### src/rtl/signed_seq_divider.sv
// Sequential signed divider: 2N-bit dividend / N-bit divisor, one restoring step
// per cycle on operand magnitudes, with truncating sign correction in a final FIX cycle.
module signed_seq_divider #(
  parameter int N = 4
) (
  input  logic           clk,
  input  logic           rst_n,
  input  logic           start,
  input  logic [2*N-1:0] dividend,
  input  logic [N-1:0]   divisor,
  output logic [2*N-1:0] quotient,
  output logic [N-1:0]   remainder,
  output logic           busy,
  output logic           done,
  output logic           div_by_zero,
  output logic           overflow
);

  localparam int W  = 2 * N;
  localparam int CW = $clog2(W);

  typedef enum logic [1:0] {
    IDLE,
    CALC,
    FIX
  } state_t;

  state_t state_q, state_d;

  logic [W-1:0]  q_reg;
  logic [N-1:0]  m_reg;
  logic [N:0]    r_reg;
  logic [CW-1:0] cnt;
  logic          sq, sr, dz_pend, ovf_pend;

  logic [W-1:0]  dvd_mag;
  logic [N-1:0]  dvs_mag;
  logic          dvs_zero, ovf_case;
  logic [N+1:0]  r_sh, t;

  assign dvd_mag  = dividend[W-1] ? -dividend : dividend;
  assign dvs_mag  = divisor[N-1] ? -divisor : divisor;
  assign dvs_zero = (divisor == '0);
  assign ovf_case = (dividend == {1'b1, {(W-1){1'b0}}}) && (divisor == '1);

  // Trial subtraction one bit wider than R so the borrow lands in t[N+1].
  assign r_sh = {r_reg, q_reg[W-1]};
  assign t    = r_sh - {2'b00, m_reg};

  // busy stays up through the done cycle, which already sits in IDLE.
  assign busy = (state_q != IDLE) || done;

  always_comb begin
    // NOTE: every combinational output gets a default first so no path leaves it unassigned (no latch).
    state_d = state_q;
    unique case (state_q)
      IDLE:    if (start) state_d = dvs_zero ? FIX : CALC;
      CALC:    if (cnt == CW'(W - 1)) state_d = FIX;
      FIX:     state_d = IDLE;
      default: state_d = IDLE;
    endcase
  end

  always_ff @(posedge clk or negedge rst_n) begin
    if (!rst_n) begin
      state_q <= IDLE;
    end else begin
      // NOTE: sequential state uses non-blocking assignments so all registers update from pre-edge values.
      state_q <= state_d;
    end
  end

  always_ff @(posedge clk or negedge rst_n) begin
    if (!rst_n) begin
      q_reg       <= '0;
      m_reg       <= '0;
      r_reg       <= '0;
      cnt         <= '0;
      sq          <= 1'b0;
      sr          <= 1'b0;
      dz_pend     <= 1'b0;
      ovf_pend    <= 1'b0;
      quotient    <= '0;
      remainder   <= '0;
      done        <= 1'b0;
      div_by_zero <= 1'b0;
      overflow    <= 1'b0;
    end else begin
      done <= 1'b0;
      unique case (state_q)
        IDLE: begin
          if (start) begin
            q_reg    <= dvd_mag;
            m_reg    <= dvs_mag;
            r_reg    <= '0;
            cnt      <= '0;
            sq       <= dividend[W-1] ^ divisor[N-1];
            sr       <= dividend[W-1];
            dz_pend  <= dvs_zero;
            ovf_pend <= ovf_case;
          end
        end
        CALC: begin
          cnt <= cnt + CW'(1);
          if (!t[N+1]) begin
            r_reg <= t[N:0];
            q_reg <= {q_reg[W-2:0], 1'b1};
          end else begin
            r_reg <= r_sh[N:0];
            q_reg <= {q_reg[W-2:0], 1'b0};
          end
        end
        FIX: begin
          done        <= 1'b1;
          div_by_zero <= dz_pend;
          overflow    <= ovf_pend;
          if (dz_pend) begin
            quotient  <= '0;
            remainder <= '0;
          end else begin
            // In the overflow case sq is 0, so the 2^(W-1) magnitude passes through and wraps.
            quotient  <= sq ? -q_reg : q_reg;
            remainder <= sr ? -r_reg[N-1:0] : r_reg[N-1:0];
          end
        end
        default: ;
      endcase
    end
  end

endmodule

### config.mk
export PLATFORM = sky130hd
export DESIGN_NAME = signed_seq_divider
export DESIGN_NICKNAME = d
export VERILOG_FILES = /design/src/rtl/signed_seq_divider.sv
export SDC_FILE = /design/constraint.sdc
export NUM_CORES = 1
export LEC_CHECK = 0
export ABC_AREA = 1
export CAP_MARGIN = 20
export CORE_MARGIN = 2
export CORE_UTILIZATION = 59
export CTS_CLUSTER_SIZE = 16
export DETAILED_ROUTE_END_ITERATION = 8
export GPL_ROUTABILITY_DRIVEN = 0
export HOLD_SLACK_MARGIN = 0.12
export PLACE_DENSITY = 0.92
export SYNTH_ARGS = -nofsm -noshare
export SYNTH_HDL_FRONTEND = slang
export SYNTH_SLANG_ARGS = --single-unit
### constraint.sdc
create_clock -name clk -period 3.4 [get_ports clk]
set_input_delay 0.34 -clock clk [delete_from_list [all_inputs] [get_ports clk]]
set_output_delay 0.34 -clock clk [all_outputs]
set_load 0.02 [all_outputs]
==> results of run 1 <==
-- worst max path at each step --
stage                          start        to  slack (ns)  cells after the start
after detailed placement       start  q_reg[5]        1.47                      6
after CTS                 state_q[0]      busy        1.20                      4
after global placement         start  q_reg[5]        1.53                      6
after global routing      state_q[0]      busy        1.12                      4
final                     state_q[0]      busy        1.21                      4
after floorplan             q_reg[7]  r_reg[4]        1.75                     10
-- cells in the final DEF, fill, tap and decap left out, types with 3 or more instances in the layout --
cell type                         netlist  final
sky130_fd_sc_hd__xor2_1                 3      3
sky130_fd_sc_hd__dfrtp_1               41     41
sky130_fd_sc_hd__o21ai_1                7      7
sky130_fd_sc_hd__clkdlybuf4s50_1        0     29
sky130_fd_sc_hd__inv_2                  5      5
sky130_fd_sc_hd__ha_1                  11     11
sky130_fd_sc_hd__o21ai_0               22     22
sky130_fd_sc_hd__o221ai_1               3      3
sky130_fd_sc_hd__nand4_1                6      6
sky130_fd_sc_hd__o211ai_1               3      3
sky130_fd_sc_hd__inv_1                 35     35
sky130_fd_sc_hd__a21oi_1               10     10
sky130_fd_sc_hd__nor3_1                 4      4
sky130_fd_sc_hd__nor2_1                15     15
sky130_fd_sc_hd__nand2_1               67     67
sky130_fd_sc_hd__a22oi_1                3      3
sky130_fd_sc_hd__clkbuf_8               0      5
sky130_fd_sc_hd__nand3_1               30     30
-- critical path: cells and delay by family (launching register included) --
family	cells	cell delay [ns]
buf+inv	2	0.60
simple gates	2	0.52
flops	1	0.43
-- report_power, final --
group / total (mW) / internal (mW) / switching, mW
clock: 0.466 / 0.292 / 0.174
sequential: 0.915 / 0.720 / 0.196
combinational: 1.48 / 0.600 / 0.880
total: 2.86 / 1.61 / 1.25
-- cells by family after synthesis --
| logic type | after synthesis | share of synthesized area (%) |
|---|---|---|
| xor+xnor | 3 | 1.14 |
| compound gates | 57 | 14.8 |
| buf+inv | 46 | 8.03 |
| fa+ha+maj | 12 | 6.84 |
| simple gates | 129 | 24.7 |
| flops | 41 | 44.5 |
-- layout make-up --
| type | count | area, um2 |
|---|---|---|
| Multi-Input combinational cell | 201 | 1090 |
| Sequential cell | 41 | 1030 |
| Fill cell | 276 | 956 |
| Timing Repair Buffer | 30 | 295 |
| Inverter | 40 | 150 |
| Clock buffer | 5 | 68.8 |
| Clock inverter | 3 | 65.1 |
| Tap cell | 48 | 60.1 |
-- routing by layer --
metal / up-vias / part of all wire (%) / GRT usage (%)
met3: 9 / 7.1 / 7.26
met5: - / 0 / 0
li1: 1025 / - / -
met2: 100 / 49 / 42.3
met4: 0 / 1.3 / 11.7
met1: 997 / 43 / 35.1
==> flow_summary.toml, run 1 <==
[status]
run_status = "completed"

[setup_path]
r2r_setup_slk_ns = 1.57
r2r-end = "q_reg[6]"
critical-path-slowest-cell = "sky130_fd_sc_hd__clkdlybuf4s50_1"
critPathRequiredTime_ns = 3.06
worst_path_largest_cell_delay_ns = 0.54
reg2reg_depth = 6
critPathLaunchType = "register"
worstPathArrival_ns = 1.85
cp_max_fo = 4
endpoint_type_of_the_worst_setup_path = "primary output"
timing.rr.start = "state_q[0]"
crit_type = "register to primary output"
critical_path.cell_chain = "nor2_1 -> inv_1 -> or2_2 -> clkdlybuf4s50_1"

[sta]
fin_ws_ns = 1.21
fmax_mhz = 457
holdWs_ns = 0.145
clock-skew-final_ns = 0.00981
layout_min_cycle_time_ns = 2.19
rsz0062_at_grt = "false"
worst_slew_margin_rel_pct = 42.1
final_max_slew_viol_count = 0
setup_viol_count_final = 0
timing.setup.tns_ns = 0
tightestPinTransition_ns = 0.869
final_min_period_over_clock_period_pct = 64.3
final-hold-violation-count = 0

[floorplanning]
design.portCount = 31
die_area_mm2 = 0.00442
dieWidth_um = 66.5
start_util_pct = 62.1
floorplan.rows = 22
die_h_um = 66.5
coreArea_mm2 = 0.00372

[clock_tree]
clock_insertion_delay_worst_skew_ns = 0.31
cts_buffer_depth = 2
number_of_h_tree_branching_levels = 2
clock-sinks = 41
tritoncts = "built"
clock-root-buffer = "sky130_fd_sc_hd__clkbuf_8"
clk_transition_reported_paths_ns = 0.08
ctsResizeCount = 0
cts_hold_buffers = 0
total_setup_buffers_inserted_after_cts = 0
cts_buffer_count = 5

[hold_path]
worstHoldPathType = "input port to asynchronous set/reset pin"

[placed_design]
post-place-ws_ns = 1.47
place_area_mm2 = 0.00263
numPlacedInstances = 360
portBuffers = 30
dp_hpwl_mm = 3.73

[synth]
ys_top_cells_by_count = "67 x sky130_fd_sc_hd__nand2_1, 41 x sky130_fd_sc_hd__dfrtp_1, 35 x sky130_fd_sc_hd__inv_1"
ys_warn_count = 0
synth_fp_nets = 315
ys.flop_type = "sky130_fd_sc_hd__dfrtp_1"
netlist-cell-type-count = 31
synth_top_area_share_pct = 44.5
synth_seq_area_share_pct = 44.5
ys_seq_elements = 41
postSynth.asyncResetShare_pct = 100
synth_most_common_cell = "sky130_fd_sc_hd__nand2_1"
yosysTopAreaCell = "sky130_fd_sc_hd__dfrtp_1"
netlist_instances = 288
syn_area_mm2 = 0.00231
synth_edf_count = 0
post_synth.cell_area_avg_um2 = 8.01
post_synth_main_area_contributors = "sky130_fd_sc_hd__dfrtp_1 44%, sky130_fd_sc_hd__nand2_1 11%, sky130_fd_sc_hd__nand3_1 6.5%"

[final_layout]
final_core_util_pct = 74.3
drive_above_1_share_pct = 6.56
n_antenna_cell = 0
flow.area_growth_from_synthesis_pct = 19.7
stdcell_area_mm2 = 0.00276
finalNetCount = 346
final_cell_count_no_fill = 368

[global_routing]
grt_pass1_vias = 1973
antenna_found_initial = 0
globalRouteOverflowTotal = 0
total_routing_usage_reported_by_global_routing_pct = 27.0
global_route_wire_length_before_repair_mm = 8.84
grt_max_degree = 42

[pwr]
power.ir.vdd_worst_uv = 613
fin_total_pwr_mw = 2.86
power-per-cell-area_mw_per_mm2 = 1040
p_leak_nw = 1.35

[routing]
detail_route.wirelength_mm = 5.06
drtIter0Drc = 189
route.vias.total = 2131
remaining_design_rule_violation_count = 0
avgRoutedWirePerCell_um = 13.8
firstDrtPassIters = 5
via_per_inst = 5.79
drtAntennaViolNets = 0

[flow_run]
timing.max_cap.violations = 0
Note: power is estimated with default switching activity, not from simulation.
==> run 2, diff against run 1 <==
Settings changed: CORE_UTILIZATION 59 to 55, PLACE_DENSITY 0.92 to 0.87.
Clock period 3.4 ns to 2.25 ns, I/O delays scaled along.
==> flow_summary.toml, run 2 (synthesis results as in run 1) <==
[global_routing]
globalRouteOverflowTotal = 0
grt_max_degree = 42
antenna_found_initial = 0
total_routing_usage_reported_by_global_routing_pct = 24.9
global_route_wire_length_before_repair_mm = 8.50
grt_pass1_vias = 1827

[setup_path]
r2r_setup_slk_ns = 0.48
critPathLaunchType = "register"
crit_type = "register to primary output"
cp_max_fo = 4
r2r-end = "r_reg[4]"
endpoint_type_of_the_worst_setup_path = "primary output"
reg2reg_depth = 10
worstPathArrival_ns = 1.74
critPathRequiredTime_ns = 2.03
timing.rr.start = "q_reg[7]"

[sta]
clock-skew-final_ns = 0.00850
tightestPinTransition_ns = 0.891
timing.setup.tns_ns = 0
fin_ws_ns = 0.280
layout_min_cycle_time_ns = 1.97
holdWs_ns = 0.484
rsz0062_at_grt = "false"
worst_slew_margin_rel_pct = 40.6
final_min_period_over_clock_period_pct = 87.5
final_max_slew_viol_count = 0
final-hold-violation-count = 0
fmax_mhz = 508
setup_viol_count_final = 0

[final_layout]
finalNetCount = 348
n_antenna_cell = 0
area.sequential_mm2 = 0.00103
filler_cell_count = 326
multi_input_comb_area_mm2 = 0.00109
final_cell_mix = "67 x sky130_fd_sc_hd__nand2_1, 41 x sky130_fd_sc_hd__dfrtp_1, 35 x sky130_fd_sc_hd__inv_1"
stdcell_area_mm2 = 0.00273
drive_above_1_share_pct = 6.52
flow.area_growth_from_synthesis_pct = 18.3
layout.cells.most_common = "sky130_fd_sc_hd__nand2_1"

[hold_path]
worstHoldPathType = "register to register"
worstHoldEndpoint = "remainder[2]"
min_path_cells = 2
min_from = "remainder[2]"

[floorplanning]
design.portCount = 31
dieWidth_um = 68.8
floorplan.rows = 23
die_h_um = 68.8
die_area_mm2 = 0.00473
start_util_pct = 57.2
coreArea_mm2 = 0.00403

[placed_design]
portBuffers = 30
dp_hpwl_mm = 3.97
post-place-ws_ns = 0.479
place_area_mm2 = 0.00264

[clock_tree]
cts_buffer_depth = 2
cts_buffer_count = 5
tritoncts = "built"
ctsResizeCount = 0
total_setup_buffers_inserted_after_cts = 0
number_of_h_tree_branching_levels = 2
clock_insertion_delay_worst_skew_ns = 0.30
clock-sinks = 41
clock-root-buffer = "sky130_fd_sc_hd__clkbuf_8"
clk_transition_reported_paths_ns = 0.08

[routing]
drtAntennaViolNets = 0
detail_route.wirelength_mm = 5.26
firstDrtPassIters = 5
avgRoutedWirePerCell_um = 14.2
remaining_design_rule_violation_count = 0
route.vias.total = 2113
via_per_inst = 5.68
drtIter0Drc = 157

[pwr]
pwr-share-comb_pct = 55.1
clkPwrFrac_pct = 11.2
p_leak_nw = 1.33
sw_frac_of_total_pct = 46.0
p_int_mw = 2.22
switching_power_mw = 1.90
power.ir.vdd_worst_uv = 715
fin_total_pwr_mw = 4.12
sequential_share_of_power_pct = 33.7
power-per-cell-area_mw_per_mm2 = 1510

[status]
run_status = "completed"

[flow_run]
timing.max_cap.violations = 0
## run 2: cell types whose count changed in the layout (fill, tap and decap cells not counted)
cell,previous run,this run
sky130_fd_sc_hd__buf_4,0,1
sky130_fd_sc_hd__bufinv_16,2,0
sky130_fd_sc_hd__dlygate4sd3_1,0,1
sky130_fd_sc_hd__clkinv_2,1,2
sky130_fd_sc_hd__clkbuf_1,0,1
## run 2: worst max-delay path: stages (launching register included)
cell                              delay (ns)
sky130_fd_sc_hd__dfrtp_1                0.43
sky130_fd_sc_hd__nor2_1                 0.17
sky130_fd_sc_hd__inv_1                  0.05
sky130_fd_sc_hd__or2_2                  0.26
sky130_fd_sc_hd__clkdlybuf4s50_1        0.53
## run 2: area by class of cell
| class | count | share of cell area, % |
|---|---|---|
| clock buffer | 6 | 2.66 |
| clock inverter | 2 | 0.367 |
| inverter | 40 | 5.50 |
| multi-input combinational | 201 | 40.1 |
| sequential | 41 | 37.6 |
| tap | 50 | 2.29 |
| timing repair buffer | 32 | 11.5 |
## run 2: worst max-delay path by stage
stage,startpoint,end,slack (ns)
global placement,q_reg[7],r_reg[4],0.54
detailed placement,q_reg[7],r_reg[4],0.48
floorplan,q_reg[7],r_reg[4],0.60
global route,state_q[0],busy,0.20
finish,state_q[0],busy,0.28
CTS,state_q[0],busy,0.28
## run 2: timing repair
item | in CTS | in global routing
hold buffers | 1 | 0
setup endpoints to repair | 0 | 0
endpoints found under the hold margin | 41 | 0
## run 2: per-stage QoR
stage	utilization, %	instances
finish	67.7	372
global route	67.7	372
CTS	67.7	372
global placement	65.4	363
floorplan	-	288
detailed placement	65.4	363
## run 2: metal layers
metal,track usage (%),part of all wire (%)
met2,40.1,47
met1,31.9,43
met5,0,0
met4,10.5,2.2
met3,6.01,7.5
## run 2: power by group through the flow
stage | sequential [mW] | combinational (mW) | clock [mW]
after CTS | 1.38 | 2.27 | 0.471
after global placement | 1.37 | 2.15 | 0
final | 1.39 | 2.27 | 0.462
after global routing | 1.44 | 2.57 | 0.496
after detailed placement | 1.39 | 2.25 | 0
after floorplan | 1.47 | 1.47 | 0
==> run 3, diff against run 2 <==
Settings changed: ABC_AREA 1 to 0, CAP_MARGIN 20 to unset.
Clock period 2.25 ns to 1.84 ns, I/O delays scaled along.
==> flow_summary.toml, run 3 <==
[status]
run_status = "finished with violations"
violations_in_the_final_reports = "negative setup slack"

[setup_path]
critPathRequiredTime_ns = 2.03
critical-path-slowest-cell = "sky130_fd_sc_hd__dfrtp_1"
endpoint_type_of_the_worst_setup_path = "register"
cp_max_fo = 7
worstPathArrival_ns = 2.08
gate_family_responsible_for_the_most_delay_along_the_worst_path = "compound AO/OA/AOI/OAI gates"
worst_path_largest_cell_delay_ns = 0.35
timing.rr.start = "m_reg[1]"
crit_type = "register to register"
critical_path.cell_chain = "inv_1 -> ha_1 -> nor2b_4 -> o2111a_1 -> a211oi_4 -> mux2i_1 -> a22o_1"
critPathLaunchType = "register"
critPathBufInv = 1
cp-startpoint = "m_reg[1]"

[placed_design]
numPlacedInstances = 326
place_area_mm2 = 0.00275
dp_hpwl_mm = 3.63
portBuffers = 30

[final_layout]
final_core_util_pct = 72.4
finalNetCount = 312
layout.cells.most_common = "sky130_fd_sc_hd__dfrtp_1"
drive_above_1_share_pct = 14.7
stdcell_area_mm2 = 0.00290
flow.area_growth_from_synthesis_pct = 27.1
n_antenna_cell = 0
final_cell_count_no_fill = 336
final_cell_mix = "41 x sky130_fd_sc_hd__dfrtp_1, 37 x sky130_fd_sc_hd__nand2_1, 28 x sky130_fd_sc_hd__clkdlybuf4s50_1"

[global_routing]
antenna_found_initial = 0
grt_pass1_vias = 1768
globalRouteOverflowTotal = 0
grt_max_degree = 42
global_route_wire_length_before_repair_mm = 8.45
total_routing_usage_reported_by_global_routing_pct = 24.8

[clock_tree]
clk_transition_reported_paths_ns = 0.08
tritoncts = "built"
cts_buffer_depth = 2
clock-sinks = 41
cts_buffer_count = 5
clock_insertion_delay_worst_skew_ns = 0.30
number_of_h_tree_branching_levels = 2
clock-root-buffer = "sky130_fd_sc_hd__clkbuf_8"

[synth]
ys_top_cells_by_count = "41 x sky130_fd_sc_hd__dfrtp_1, 37 x sky130_fd_sc_hd__nand2_1, 21 x sky130_fd_sc_hd__o21ai_0"
yosysTopAreaCell = "sky130_fd_sc_hd__dfrtp_1"
synth_edf_count = 0
ys_seq_elements = 41
postSynth.asyncResetShare_pct = 100
synth_fp_nets = 264
syn_area_mm2 = 0.00228
synth_top_area_share_pct = 45.0
netlist_instances = 237
synth_seq_area_share_pct = 45.0
ys.flop_type = "sky130_fd_sc_hd__dfrtp_1"
ys_warn_count = 0
netlist-cell-type-count = 41
synth_most_common_cell = "sky130_fd_sc_hd__dfrtp_1"
post_synth.cell_area_avg_um2 = 9.62
post_synth_main_area_contributors = "sky130_fd_sc_hd__dfrtp_1 45%, sky130_fd_sc_hd__nand2_1 6.1%, sky130_fd_sc_hd__ha_1 6.0%"

[routing]
firstDrtPassIters = 5
detail_route.wirelength_mm = 4.84
remaining_design_rule_violation_count = 0
avgRoutedWirePerCell_um = 14.4
drtAntennaViolNets = 0
route.vias.total = 1876
drtIter0Drc = 139
via_per_inst = 5.58

[sta]
fin_ws_ns = -0.0522
fmax_mhz = 528
rsz0062_at_grt = "true"
setup_viol_count_final = 3
final_max_slew_viol_count = 0
final_min_period_over_clock_period_pct = 103
worst_slew_margin_rel_pct = 63.3
tightestPinTransition_ns = 0.551
timing.setup.tns_ns = -0.137
clock-skew-final_ns = 0.00916
layout_min_cycle_time_ns = 1.89
final-hold-violation-count = 0

[pwr]
fin_total_pwr_mw = 5.14
power-per-cell-area_mw_per_mm2 = 1780
p_leak_nw = 1.34
power.ir.vdd_worst_uv = 945

[floorplanning]
die_area_mm2 = 0.00468
dieWidth_um = 68.4
coreArea_mm2 = 0.00400
die_h_um = 68.4
start_util_pct = 57.0
floorplan.rows = 23
design.portCount = 31

[flow_run]
timing.max_cap.violations = 0

[hold_path]
worstHoldPathType = "input port to asynchronous set/reset pin"
-- run 3: cell count changes after synthesis, moves of 6 or more --
cell,delta
sky130_fd_sc_hd__o31ai_1,+8
sky130_fd_sc_hd__xnor2_1,+10
sky130_fd_sc_hd__nor2_1,-6
sky130_fd_sc_hd__inv_1,-20
sky130_fd_sc_hd__o21ai_1,-7
sky130_fd_sc_hd__nand2_1,-30
sky130_fd_sc_hd__nand3_1,-23
sky130_fd_sc_hd__clkbuf_1,+9
sky130_fd_sc_hd__mux2i_1,+7
-- run 3: final timing paths --
check	endpoint	cells after the start	slack, ns
setup reg to reg	r_reg[1]	7	-0.05
min in group clk	quotient[0]	2	0.48
setup / recovery	r_reg[1]	7	-0.05
max in group asynchronous	remainder[1]	3	1.00
hold reg to reg	quotient[0]	2	0.48
hold / removal	q_reg[2]	3	0.48
-- run 3: cells by family after synthesis --
logic type / share of synthesized area, %
and+or+nand+nor: 15.9
muxes: 5.05
buffers and inverters: 4.12
adders and majority gates: 6.92
AOI/OAI and AO/OA: 16.5
DFF: 45.0
xor gates and xnor gates: 6.53
-- run 3: per-layer routing --
metal / routed length, um / share of wire [%] / vias up / track usage (%)
met3: 227 / 4.7 / 9 / 4.61
li1: - / - / 924 / -
met4: 86 / 1.8 / 0 / 9.25
met2: 2370 / 49 / 53 / 39.8
met1: 2150 / 44 / 890 / 33.2
met5: 0 / 0 / - / 0
-- run 3: report_power, final --
group / internal (mW) / leakage [nW] / switching [mW] / total [mW]
clock: 0.441 / 0.0574 / 0.323 / 0.764
sequential: 1.30 / 0.513 / 0.351 / 1.65
combinational: 1.35 / 0.769 / 1.38 / 2.73
-- run 3: worst reg2reg max path, delay by kind of cell (launching register included) --
kind	cells	cell delay (ns)
buf+inv	1	0.05
compound gates	3	0.84
flops	1	0.35
fa+ha+maj	1	0.28
mux	1	0.13
simple gates	1	0.13
-- run 3: repair_timing --
| action | 4_1_cts | 5_1_grt |
|---|---|---|
| setup endpoints to repair | 4 | 6 |
| resized for setup | 4 | 1 |
| hold buffers | 1 | 0 |
| pin swaps | 3 | 3 |
| endpoints found under the hold margin | 41 | 0 |
| setup buffers | 1 | 0 |
-- run 3: final cells by class --
class | count | area [um2]
clock buffers | 6 | 82.6
clock inverters | 2 | 37.5
fillers | 296 | 1100
inverters | 15 | 56.3
multi-input cells | 171 | 1180
flip-flops and latches | 41 | 1030
well taps | 50 | 62.6
repair buffers | 51 | 454
-- run 3: through the flow --
stage	hold slack [ns]	setup WS, ns
6_report	0.476	-0.0522
2_1_floorplan	-0.112	0.0574
4_1_cts	0.485	-0.0567
3_3_place_gp	0.270	0.0186
5_1_grt	0.511	-0.168
3_5_place_dp	0.277	-0.0368
